--- config.mk ---
export PLATFORM = sky130hd
export DESIGN_NAME = axi_tdd_channel_array
export DESIGN_NICKNAME = d
export VERILOG_FILES = /design/src/rtl/axi_tdd_pkg.sv /design/src/rtl/axi_tdd_channel.sv /design/src/rtl/axi_tdd_channel_array.sv
export SDC_FILE = /design/constraint.sdc
export NUM_CORES = 1
export LEC_CHECK = 0
export BUFFER_PORTS_ARGS = -buffer_cell sky130_fd_sc_hd__buf_4
export CAP_MARGIN = 20
export CORE_ASPECT_RATIO = 0.9
export CORE_MARGIN = 3
export CORE_UTILIZATION = 40
export CTS_BUF_LIST = sky130_fd_sc_hd__clkbuf_4
export CTS_CLUSTER_DIAMETER = 50
export CTS_CLUSTER_SIZE = 8
export DETAILED_ROUTE_END_ITERATION = 16
export MAX_ROUTING_LAYER = met4
export PLACE_DENSITY_LB_ADDON = 0.15
export SLEW_MARGIN = 20
export SYNTH_ARGS = -nofsm -noshare
export SYNTH_HDL_FRONTEND = slang
export SYNTH_SLANG_ARGS = --single-unit
--- constraint.sdc ---
create_clock -name clk -period 25.7 [get_ports clk]
set_input_delay 1.285 -clock clk [delete_from_list [all_inputs] [get_ports clk]]
set_output_delay 1.285 -clock clk [all_outputs]
set_load 0.05 [all_outputs]
--- src/rtl/axi_tdd_pkg.sv ---
// Shared types and limits for the TDD channel array.
package axi_tdd_pkg;

    localparam int MAX_CHANNELS = 32;

    typedef enum logic [1:0] {
        IDLE    = 2'd0,
        ARMED   = 2'd1,
        WAITING = 2'd2,
        RUNNING = 2'd3
    } state_t;

endpackage

--- src/rtl/axi_tdd_channel.sv ---
// One TDD output channel: on/off compare, active flag and registered output.
module axi_tdd_channel #(
    parameter int REGISTER_WIDTH = 32
) (
    input  logic                      clk,
    input  logic                      resetn,
    input  logic                      running_i,
    input  logic [REGISTER_WIDTH-1:0] counter_i,
    input  logic                      en_i,
    input  logic                      pol_i,
    input  logic [REGISTER_WIDTH-1:0] on_i,
    input  logic [REGISTER_WIDTH-1:0] off_i,
    output logic                      channel_o
);

    logic set, clr;
    logic active_q, active_d;
    logic pulse_q, pulse_d;
    logic out_q, out_d;

    assign set = running_i && (counter_i == on_i);
    assign clr = running_i && (counter_i == off_i);

    always_comb begin
        // NOTE: every variable gets its hold value first so no path leaves it unassigned (no latch).
        active_d = active_q;
        pulse_d  = set && clr;
        out_d    = en_i && (active_q ^ pol_i);
        if (!running_i) begin
            active_d = 1'b0;
        end else if (set) begin
            active_d = 1'b1;
        end else if (clr || pulse_q) begin
            // pulse_q ends the one-clock window opened when on == off
            active_d = 1'b0;
        end
    end

    // NOTE: state registers use non-blocking assignment so all flops update from pre-edge values.
    always_ff @(posedge clk) begin
        if (!resetn) begin
            active_q <= 1'b0;
            pulse_q  <= 1'b0;
            out_q    <= 1'b0;
        end else begin
            active_q <= active_d;
            pulse_q  <= pulse_d;
            out_q    <= out_d;
        end
    end

    assign channel_o = out_q;

endmodule

--- src/rtl/axi_tdd_channel_array.sv ---
// Array of independent TDD output channels driven from a shared frame counter.
// Channel configuration is sampled only while tdd_enable is high.
module axi_tdd_channel_array
    import axi_tdd_pkg::*;
#(
    parameter int NUM_CHANNELS   = 8,
    parameter int REGISTER_WIDTH = 32
) (
    input  logic                                   clk,
    input  logic                                   resetn,
    input  logic                                   tdd_enable,
    input  logic [REGISTER_WIDTH-1:0]              tdd_counter,
    input  state_t                                 tdd_cstate,
    input  logic [NUM_CHANNELS-1:0]                asy_tdd_channel_en,
    input  logic [NUM_CHANNELS-1:0]                asy_tdd_channel_pol,
    input  logic [NUM_CHANNELS*REGISTER_WIDTH-1:0] asy_tdd_channel_on,
    input  logic [NUM_CHANNELS*REGISTER_WIDTH-1:0] asy_tdd_channel_off,
    output logic [NUM_CHANNELS-1:0]                tdd_channel
);

    if (NUM_CHANNELS < 1 || NUM_CHANNELS > MAX_CHANNELS) begin : g_bad_num_channels
        $error("NUM_CHANNELS must be in 1..MAX_CHANNELS");
    end

    logic [NUM_CHANNELS-1:0]   en_q;
    logic [NUM_CHANNELS-1:0]   pol_q;
    logic [REGISTER_WIDTH-1:0] on_q  [NUM_CHANNELS];
    logic [REGISTER_WIDTH-1:0] off_q [NUM_CHANNELS];
    logic                      running;

    assign running = (tdd_cstate == RUNNING);

    always_ff @(posedge clk) begin
        if (!resetn) begin
            en_q  <= '0;
            pol_q <= '0;
            // NOTE: these arrays are flops, not a RAM, so they can and must be cleared in reset.
            for (int i = 0; i < NUM_CHANNELS; i++) begin
                on_q[i]  <= '0;
                off_q[i] <= '0;
            end
        end else if (tdd_enable) begin
            en_q  <= asy_tdd_channel_en;
            pol_q <= asy_tdd_channel_pol;
            for (int i = 0; i < NUM_CHANNELS; i++) begin
                on_q[i]  <= asy_tdd_channel_on[i*REGISTER_WIDTH +: REGISTER_WIDTH];
                off_q[i] <= asy_tdd_channel_off[i*REGISTER_WIDTH +: REGISTER_WIDTH];
            end
        end
    end

    for (genvar g = 0; g < NUM_CHANNELS; g++) begin : g_channel
        axi_tdd_channel #(
            .REGISTER_WIDTH(REGISTER_WIDTH)
        ) u_channel (
            .clk      (clk),
            .resetn   (resetn),
            .running_i(running),
            .counter_i(tdd_counter),
            .en_i     (en_q[g]),
            .pol_i    (pol_q[g]),
            .on_i     (on_q[g]),
            .off_i    (off_q[g]),
            .channel_o(tdd_channel[g])
        );
    end

endmodule

==> load_flow_metrics.sql, run 1 <==
INSERT INTO impl_metrics (metric_group, metric, value, unit) VALUES
('status', 'status', 'finished, final reports clean', ''),
('cells_and_area', 'final_layout_size_suffix_gt1_frac', '0.269', ''),
('synth', 'asyncSetResetFlopFracSynth', '0', ''),
('worst_setup_path', 'setup.worst_path.end_class', 'flip-flop', ''),
('sta', 'hold_viol', '0', ''),
('global_routing', 'grt_first_pass_wirelength', '138000', 'µm'),
('worst_setup_path', 'worstSetupPathType', 'in2reg', ''),
('placement', 'placed_cell_area', '31800', 'µm²'),
('worst_setup_path', 'worst-path-max-fanout', '141', ''),
('cts', 'clock-root-buffer', 'sky130_fd_sc_hd__clkbuf_4', ''),
('worst_setup_path', 'timing.critical_path.from', 'tdd_enable', ''),
('sta', 'slew_viol_final', '0', ''),
('worst_setup_path', 'critPathMaxStageDelay', '0.83', 'ns'),
('synth', 'synth_area', '27400', 'µm²'),
('worst_setup_path', 'critical_path_cell_count', '5', ''),
('worst_setup_path', 'timing.critical_path.cells', 'buf_8 > nand2b_4 > buf_4 > buf_12 > buf_16', ''),
('die', 'fp-row-count', '90', ''),
('synth', 'synth-main-ff-cell', 'sky130_fd_sc_hd__edfxtp_1', ''),
('placement', 'dp.final_hpwl', '65300', 'µm'),
('synth', 'total_number_of_yosys_warnings', '0', ''),
('synth', 'ys_types', '45', ''),
('cts', 'cts_tree', 'yes', ''),
('global_routing', 'globalRouteOverflowTotal', '0', ''),
('worst_setup_path', 'worst_ep_arrival_time', '4.33', 'ns'),
('sta', 'finClkSkew', '0.0702', 'ns'),
('cts', 'cts_hold_buffers', '0', ''),
('die', 'initial_utilization', '0.407', ''),
('power', 'part_of_the_total_power_dissipated_in_the_clock_network', '0.279', ''),
('synth', 'synth-seq-area-share', '0.590', ''),
('cts', 'clock_tree.htree_level_count', '3', ''),
('detailed_routing', 'average_wire_length_per_cell_after_detail_routing', '28.1', 'µm'),
('power', 'gate_power_share', '0.157', ''),
('synth', 'netlist_instances', '2148', ''),
('worst_hold_path', 'hold_path.class', 'reg2reg', ''),
('power', 'power.internal', '1.40', 'mW'),
('sta', 'final-setup-viol-count', '0', ''),
('worst_setup_path', 'reg2reg_depth', '5', ''),
('synth', 'synthesis.area_per_instance', '12.8', 'µm²'),
('power', 'power_leakage', '14.4', 'nW'),
('worst_setup_path', 'cp.required', '26.18', 'ns'),
('power', 'sw_frac_of_total', '0.274', ''),
('cts', 'post_cts_resized', '0', ''),
('cells_and_area', 'utilization', '0.487', ''),
('synth', 'synth_edf_count', '512', ''),
('cts', 'clock_pin_slew_on_the_worst_setup_and_hold_paths', '0.12', 'ns'),
('sta', 'rsz0062_at_grt', 'no', ''),
('worst_setup_path', 'r2r_end', 'g_channel[6].u_channel.active_q$_SDFFE_PN0P_', ''),
('detailed_routing', 'vias_per_cell', '5.44', ''),
('sta', 'final_period_minus_worst_setup_slack', '3.85', 'ns'),
('sta', 'tightest_slew', '1.07', 'ns'),
('placement', 'port_buffers', '572', ''),
('worst_setup_path', 'regToRegSetupSlack', '23.40', 'ns'),
('cells_and_area', 'finish.instance_area', '32800', 'µm²'),
('cts', 'cts_made_buffers', '82', ''),
('die', 'floorplan.die.height', '254', 'µm'),
('die', 'pin_count', '573', ''),
('detailed_routing', 'detail_route.iter0.violations', '2177', ''),
('die', 'die_w', '282', 'µm'),
('worst_setup_path', 'critical-path-top-delay-family', 'buffers and inverters', ''),
('detailed_routing', 'vias', '19400', ''),
('synth', 'synth.net_count', '2713', ''),
('detailed_routing', 'drt.antenna.violating_nets', '0', ''),
('job', 'maxcap_viol_count', '0', ''),
('die', 'fp.dieArea', '71700', 'µm²'),
('placement', 'gp_routability_congestion', '0.902', ''),
('power', 'switchingPower', '530', 'µW'),
('worst_setup_path', 'timing.critical_path.from_type', 'input pin', ''),
('die', 'coreArea', '67500', 'µm²'),
('power', 'power.density', '58.9', 'nW/µm²'),
('worst_setup_path', 'crit_path_top_delay_cell', 'sky130_fd_sc_hd__buf_4', ''),
('detailed_routing', 'drt-pass1-iter-count', '5', '');
-- state kept, by name, indices dropped and copies added, names as in the netlist --
register / count
en_q: 8
g_channel.u_channel.active_q: 8
g_channel.u_channel.channel_o: 8
g_channel.u_channel.pulse_q: 8
off_q: 256
on_q: 256
pol_q: 8
-- Yosys cell counts, types with 2 or more instances --
cell	count	area share
sky130_fd_sc_hd__nand4_1	39	0.0089
sky130_fd_sc_hd__nand3_1	31	0.0057
sky130_fd_sc_hd__o21a_1	2	0.00055
sky130_fd_sc_hd__nand2b_1	3	0.00068
sky130_fd_sc_hd__edfxtp_1	512	0.56
sky130_fd_sc_hd__o21bai_1	3	0.00082
sky130_fd_sc_hd__or3_1	2	0.00046
sky130_fd_sc_hd__nor4_2	5	0.0023
sky130_fd_sc_hd__nor4_1	147	0.034
sky130_fd_sc_hd__buf_6	54	0.022
sky130_fd_sc_hd__o311a_1	2	0.00073
sky130_fd_sc_hd__xnor2_1	79	0.025
sky130_fd_sc_hd__nor2_1	30	0.0041
sky130_fd_sc_hd__buf_1	2	0.00027
sky130_fd_sc_hd__nor4b_1	2	0.00064
sky130_fd_sc_hd__a221oi_1	2	0.00064
sky130_fd_sc_hd__and3_1	398	0.091
sky130_fd_sc_hd__a21oi_1	5	0.00091
sky130_fd_sc_hd__nand3b_1	3	0.00082
sky130_fd_sc_hd__dfxtp_1	40	0.029
sky130_fd_sc_hd__nand4b_1	3	0.00096
sky130_fd_sc_hd__and2_1	129	0.029
sky130_fd_sc_hd__nand2_1	13	0.0018
sky130_fd_sc_hd__nor3_1	36	0.0066
sky130_fd_sc_hd__inv_1	10	0.0014
sky130_fd_sc_hd__nor2b_1	3	0.00068
sky130_fd_sc_hd__mux2i_1	16	0.0058
sky130_fd_sc_hd__o311ai_0	2	0.00064
sky130_fd_sc_hd__buf_4	17	0.0047
sky130_fd_sc_hd__buf_2	3	0.00055
sky130_fd_sc_hd__xor2_1	438	0.14
sky130_fd_sc_hd__nor3_2	2	0.00073
sky130_fd_sc_hd__clkbuf_1	103	0.014
-- worst register-to-register path, cell delays in order (launching register included) --
cell and delay, ns:
sky130_fd_sc_hd__edfxtp_1 0.38, sky130_fd_sc_hd__xor2_1 0.15, sky130_fd_sc_hd__nor4_1 0.76, sky130_fd_sc_hd__nand4_1 0.30, sky130_fd_sc_hd__o311a_1 0.42, sky130_fd_sc_hd__o21a_1 0.16
-- per-layer routing --
metal	vias to the layer above	wire [µm]	GRT usage	share of wire
met3	163	7500	0.0446	0.075
met1	9559	41600	0.373	0.41
met5	-	0	-	0
li1	8782	-	-	-
met2	884	48300	0.449	0.48
met4	0	2830	0.0809	0.028
-- kinds of logic (layout without fill, tap and decap cells) --
group | Yosys count | after routing | share of synthesized area
mux | 16 | 16 | 0.00584
compound gates | 21 | 21 | 0.00593
simple gates | 852 | 852 | 0.190
flops | 552 | 552 | 0.590
xor+xnor | 517 | 517 | 0.165
buf+inv | 190 | 722 | 0.0432
other cells | 0 | 12 | 0
-- power groups by stage --
stage	logic (mW)	clock network (mW)	registers, mW
after CTS	0.302	0.550	1.09
final	0.303	0.539	1.09
after global routing	0.325	0.586	1.10
after global placement	0.297	0	1.11
after detailed placement	0.300	0	1.11
after floorplan	0.168	0	1.13
-- metrics by stage --
step | hold slack (ns) | std cells | setup WS [ns] | power, mW
2_1_floorplan | 0.452 | 2148 | 10.74 | 1.29
3_3_place_gp | 0.463 | 3427 | 21.24 | 1.41
3_5_place_dp | 0.466 | 3427 | 21.12 | 1.41
4_1_cts | 0.468 | 3552 | 22.05 | 1.94
5_1_grt | 0.474 | 3564 | 21.77 | 2.01
6_report | 0.456 | 3566 | 21.85 | 1.93
-- layout make-up --
type | count | area, µm²
fillers | 6054 | 34600
flip-flops and latches | 552 | 16200
multi-input cells | 1406 | 10100
repair buffers | 586 | 4470
well taps | 874 | 1090
clock buffers | 115 | 863
clock inverters | 10 | 87.6
inverters | 11 | 41.3
diodes | 12 | 30.0
-- placed cells by master, fill, tap and decap left out, types with 3 or more instances in the layout --
cell                         Yosys  layout
sky130_fd_sc_hd__nor3_1         36      36
sky130_fd_sc_hd__nand4b_1        3       3
sky130_fd_sc_hd__xnor2_1        79      79
sky130_fd_sc_hd__clkinvlp_4      0       4
sky130_fd_sc_hd__nand3_1        31      31
sky130_fd_sc_hd__nand2_1        13      13
sky130_fd_sc_hd__nand4_1        39      39
sky130_fd_sc_hd__a21oi_1         5       5
sky130_fd_sc_hd__edfxtp_1      512     512
sky130_fd_sc_hd__buf_4          17     580
sky130_fd_sc_hd__dfxtp_1        40      40
sky130_fd_sc_hd__clkbuf_4        0     115
sky130_fd_sc_hd__and3_1        398     398
sky130_fd_sc_hd__and2_1        129     129
sky130_fd_sc_hd__nor4_1        147     147
sky130_fd_sc_hd__nor2b_1         3       3
sky130_fd_sc_hd__nor2_1         30      30
sky130_fd_sc_hd__xor2_1        438     438
sky130_fd_sc_hd__clkinv_2        0       3
sky130_fd_sc_hd__nor4_2          5       5
sky130_fd_sc_hd__mux2i_1        16      16
sky130_fd_sc_hd__o21bai_1        3       3
sky130_fd_sc_hd__diode_2         0      12
sky130_fd_sc_hd__inv_1          10      10
sky130_fd_sc_hd__nand3b_1        3       3
-- worst min-delay path by stage --
stage,startpoint,end,slack (ns),cells past startpoint
finish,g_channel[4].u_channel.pulse_q$_SDFF_PN0_,g_channel[4].u_channel.active_q$_SDFFE_PN0P_,0.46,2
floorplan,en_q[0]$_SDFFE_PN0P_,en_q[0]$_SDFFE_PN0P_,0.45,2
detailed placement,en_q[3]$_SDFFE_PN0P_,g_channel[3].u_channel.channel_o$_SDFF_PN0_,0.47,1
CTS,g_channel[4].u_channel.pulse_q$_SDFF_PN0_,g_channel[4].u_channel.active_q$_SDFFE_PN0P_,0.47,2
global route,g_channel[4].u_channel.pulse_q$_SDFF_PN0_,g_channel[4].u_channel.active_q$_SDFFE_PN0P_,0.47,2
global placement,en_q[1]$_SDFFE_PN0P_,g_channel[1].u_channel.channel_o$_SDFF_PN0_,0.46,1
No activity file was read; power rests on OpenSTA's default activity.
==> run 2: changes to the inputs <==
Clock period 25.7 ns to 3.15 ns, I/O delays scaled along.
==> run 2 against run 1 <==
Net effect:
- register-to-register slack got worse by 23 ns
- final area grew 19%
- count of clock-buffer cells in the layout is 9 higher
- global-route usage increased by 4.0 points
- non-clock buffer count up 601
- via count grew 16%
==> load_flow_metrics.sql, run 2 (synthesis results as in run 1) <==
INSERT INTO impl_metrics (metric_group, metric, value, unit) VALUES
('sta', 'final-setup-viol-count', '0', ''),
('sta', 'maxClockFrequency', '418', 'MHz'),
('cells_and_area', 'final_layout_size_suffix_gt1_frac', '0.228', ''),
('power', 'power.internal', '12.6', 'mW'),
('detailed_routing', 'post-route-drc-count', '0', ''),
('worst_setup_path', 'worst_ep_arrival_time', '3.14', 'ns'),
('sta', 'hold_viol', '0', ''),
('cts', 'cts_made_buffers', '83', ''),
('global_routing', 'overall_fraction_of_global_route_tracks_in_use', '0.321', ''),
('worst_setup_path', 'r2r_end', 'g_channel[5].u_channel.active_q$_SDFFE_PN0P_', ''),
('global_routing', 'grt_use_met2', '0.517', ''),
('sta', 'final_worst_path_period_share', '0.760', ''),
('detailed_routing', 'average_wire_length_per_cell_after_detail_routing', '27.4', 'µm'),
('sta', 'tightest_slew', '1.10', 'ns'),
('cts', 'post_cts_resized', '0', ''),
('job', 'maxcap_viol_count', '0', ''),
('global_routing', 'grt_most_used_layer', 'met2', ''),
('cells_and_area', 'final_net_count', '3806', ''),
('cts', 'clock_tree.htree_level_count', '3', ''),
('cts', 'clock_latency', '0.89', 'ns'),
('global_routing', 'gr-usage-met1', '0.410', ''),
('worst_setup_path', 'setup.worst_path.end_class', 'flip-flop', ''),
('worst_setup_path', 'worstSetupPathType', 'reg2reg', ''),
('sta', 'hold-worst-slack', '0.0792', 'ns'),
('detailed_routing', 'drt-pass1-iter-count', '7', ''),
('global_routing', 'grt_util_met3', '0.0507', ''),
('cts', 'cts_tree', 'yes', ''),
('die', 'coreArea', '67500', 'µm²'),
('cts', 'clock-root-buffer', 'sky130_fd_sc_hd__clkbuf_4', ''),
('die', 'pin_count', '573', ''),
('cells_and_area', 'final_common_cell', 'sky130_fd_sc_hd__buf_4', ''),
('global_routing', 'first_global_vias', '23500', ''),
('cts', 'cts_hold_buffers', '581', ''),
('power', 'power.density', '439', 'nW/µm²'),
('worst_setup_path', 'timing.critical_path.from_type', 'flip-flop', ''),
('power', 'sw_frac_of_total', '0.268', ''),
('global_routing', 'globalRouteOverflowTotal', '0', ''),
('detailed_routing', 'vias_per_cell', '5.38', ''),
('worst_setup_path', 'worst-path-max-fanout', '2', ''),
('cells_and_area', 'final_cell_mix', 'sky130_fd_sc_hd__buf_4, sky130_fd_sc_hd__dlygate4sd3_1, sky130_fd_sc_hd__edfxtp_1', ''),
('sta', 'slew_viol_final', '0', ''),
('placement', 'gp_routability_congestion', '0.924', ''),
('die', 'initial_utilization', '0.407', ''),
('sta', 'rsz0062_at_grt', 'no', ''),
('cells_and_area', 'area_growth_syn_to_fin', '42.5', '%'),
('detailed_routing', 'vias', '22500', ''),
('sta', 'final_period_minus_worst_setup_slack', '2.40', 'ns'),
('cts', 'clock_pin_slew_on_the_worst_setup_and_hold_paths', '0.11', 'ns'),
('power', 'share_seq_of_total_power', '0.525', ''),
('worst_setup_path', 'timing.critical_path.from', 'off_q[1][60]$_SDFFCE_PN0P_', ''),
('sta', 'slew_headroom', '0.267', ''),
('die', 'fp.dieArea', '71700', 'µm²'),
('detailed_routing', 'detail_route.iter0.violations', '2525', ''),
('worst_setup_path', 'cp.required', '3.89', 'ns'),
('power', 'power_leakage', '17.2', 'nW'),
('global_routing', 'grt_max_degree', '256', ''),
('power', 'gate_power_share', '0.181', ''),
('die', 'fp-row-count', '90', ''),
('global_routing', 'grt_first_pass_wirelength', '160000', 'µm'),
('power', 'part_of_the_total_power_dissipated_in_the_clock_network', '0.293', ''),
('worst_setup_path', 'endpoint', 'g_channel[5].u_channel.active_q$_SDFFE_PN0P_', ''),
('worst_setup_path', 'rr_startpoint', 'off_q[1][60]$_SDFFCE_PN0P_', ''),
('placement', 'port_buffers', '572', ''),
('cells_and_area', 'utilization', '0.580', ''),
('power', 'worst_ir_drop_vdd', '0.220', 'mV'),
('cells_and_area', 'reg.largest.list', 'off_q: 256 flops, on_q: 256 flops', ''),
('die', 'die_w', '282', 'µm'),
('sta', 'fin_setup_tns', '0', 'ns'),
('cts', 'cts_setup_buffers', '0', ''),
('die', 'floorplan.die.height', '254', 'µm'),
('power', 'switchingPower', '4.61', 'mW'),
('worst_setup_path', 'reg2reg_depth', '6', ''),
('global_routing', 'antenna_found_initial', '7', ''),
('cts', 'clock_sinks', '552', ''),
('status', 'status', 'finished, final reports clean', ''),
('detailed_routing', 'drt.antenna.violating_nets', '0', ''),
('cts', 'cts-root-to-sink-buffers', '3', ''),
('sta', 'finClkSkew', '0.0621', 'ns'),
('worst_hold_path', 'holdCritStartpoint', 'asy_tdd_channel_off[226]', ''),
('cells_and_area', 'post_layout_nonfiller_instances', '4175', ''),
('placement', 'post-place-cells', '3449', ''),
('placement', 'dp.final_hpwl', '74400', 'µm'),
('worst_hold_path', 'hold_path.class', 'in2reg', ''),
('detailed_routing', 'route.final.wire_length', '114000', 'µm'),
('worst_setup_path', 'regToRegSetupSlack', '0.75', 'ns');
run 2: changes by cell type in the layout (fill, tap and decap cells not counted):
cell,previous run,this run
sky130_fd_sc_hd__clkinvlp_4,4,0
sky130_fd_sc_hd__buf_4,580,593
sky130_fd_sc_hd__inv_2,0,1
sky130_fd_sc_hd__buf_12,1,11
sky130_fd_sc_hd__diode_2,12,6
sky130_fd_sc_hd__buf_16,2,0
sky130_fd_sc_hd__clkbuf_4,115,124
sky130_fd_sc_hd__buf_6,1,0
sky130_fd_sc_hd__bufinv_16,1,7
sky130_fd_sc_hd__clkinv_1,2,4
sky130_fd_sc_hd__dlygate4sd3_1,0,581
run 2: area by class of cell:
| cell class | count | area (µm²) |
|---|---|---|
| fill | 5318 | 28400 |
| sequential | 552 | 16200 |
| timing repair buffer | 1187 | 10500 |
| multi-input combinational | 1406 | 10100 |
| tap | 874 | 1090 |
| clock buffer | 124 | 931 |
| clock inverter | 15 | 249 |
| inverter | 11 | 41.3 |
| antenna | 6 | 15.0 |
run 2: worst min path at each step:
| stage | to | depth (start not counted) |
|---|---|---|
| 2_1_floorplan | en_q[0]$_SDFFE_PN0P_ | 2 |
| 3_3_place_gp | en_q[2]$_SDFFE_PN0P_ | 3 |
| 3_5_place_dp | pol_q[7]$_SDFFE_PN0P_ | 3 |
| 6_report | off_q[1][98]$_SDFFCE_PN0P_ | 3 |
| 4_1_cts | off_q[1][82]$_SDFFCE_PN0P_ | 3 |
| 5_1_grt | off_q[1][82]$_SDFFCE_PN0P_ | 3 |
run 2: metrics by stage:
step                      power [mW]  instance area [µm²]  setup slack [ns]
after detailed placement        11.7                32100             0.922
final                           17.2                39100             0.755
after global placement          11.7                32100             0.862
after CTS                       17.2                39100             0.780
after floorplan                 10.4                27500             -1.28
after global routing            17.8                39100             0.647
run 2: metal layers:
metal	up-vias	part of all wire
li1	10000	-
met1	11000	0.41
met2	1136	0.48
met3	283	0.067
met4	0	0.040
met5	-	0
run 2: worst max-delay path, stage by stage, from the launching register on:
cell and delay [ns]:
sky130_fd_sc_hd__edfxtp_1 0.43, sky130_fd_sc_hd__xor2_1 0.20, sky130_fd_sc_hd__nor4_1 0.38, sky130_fd_sc_hd__nand4_1 0.19
sky130_fd_sc_hd__nor4_1 0.34, sky130_fd_sc_hd__dlygate4sd3_1 0.62, sky130_fd_sc_hd__o21bai_1 0.07
run 2: power by group through the flow:
| stage | sequential, mW | combinational [mW] | clock (mW) |
|---|---|---|---|
| after floorplan | 9.05 | 1.37 | 0 |
| after global placement | 9.21 | 2.45 | 0 |
| after detailed placement | 9.19 | 2.47 | 0 |
| after CTS | 9.03 | 3.06 | 5.12 |
| after global routing | 9.07 | 3.30 | 5.43 |
| final | 9.03 | 3.12 | 5.04 |
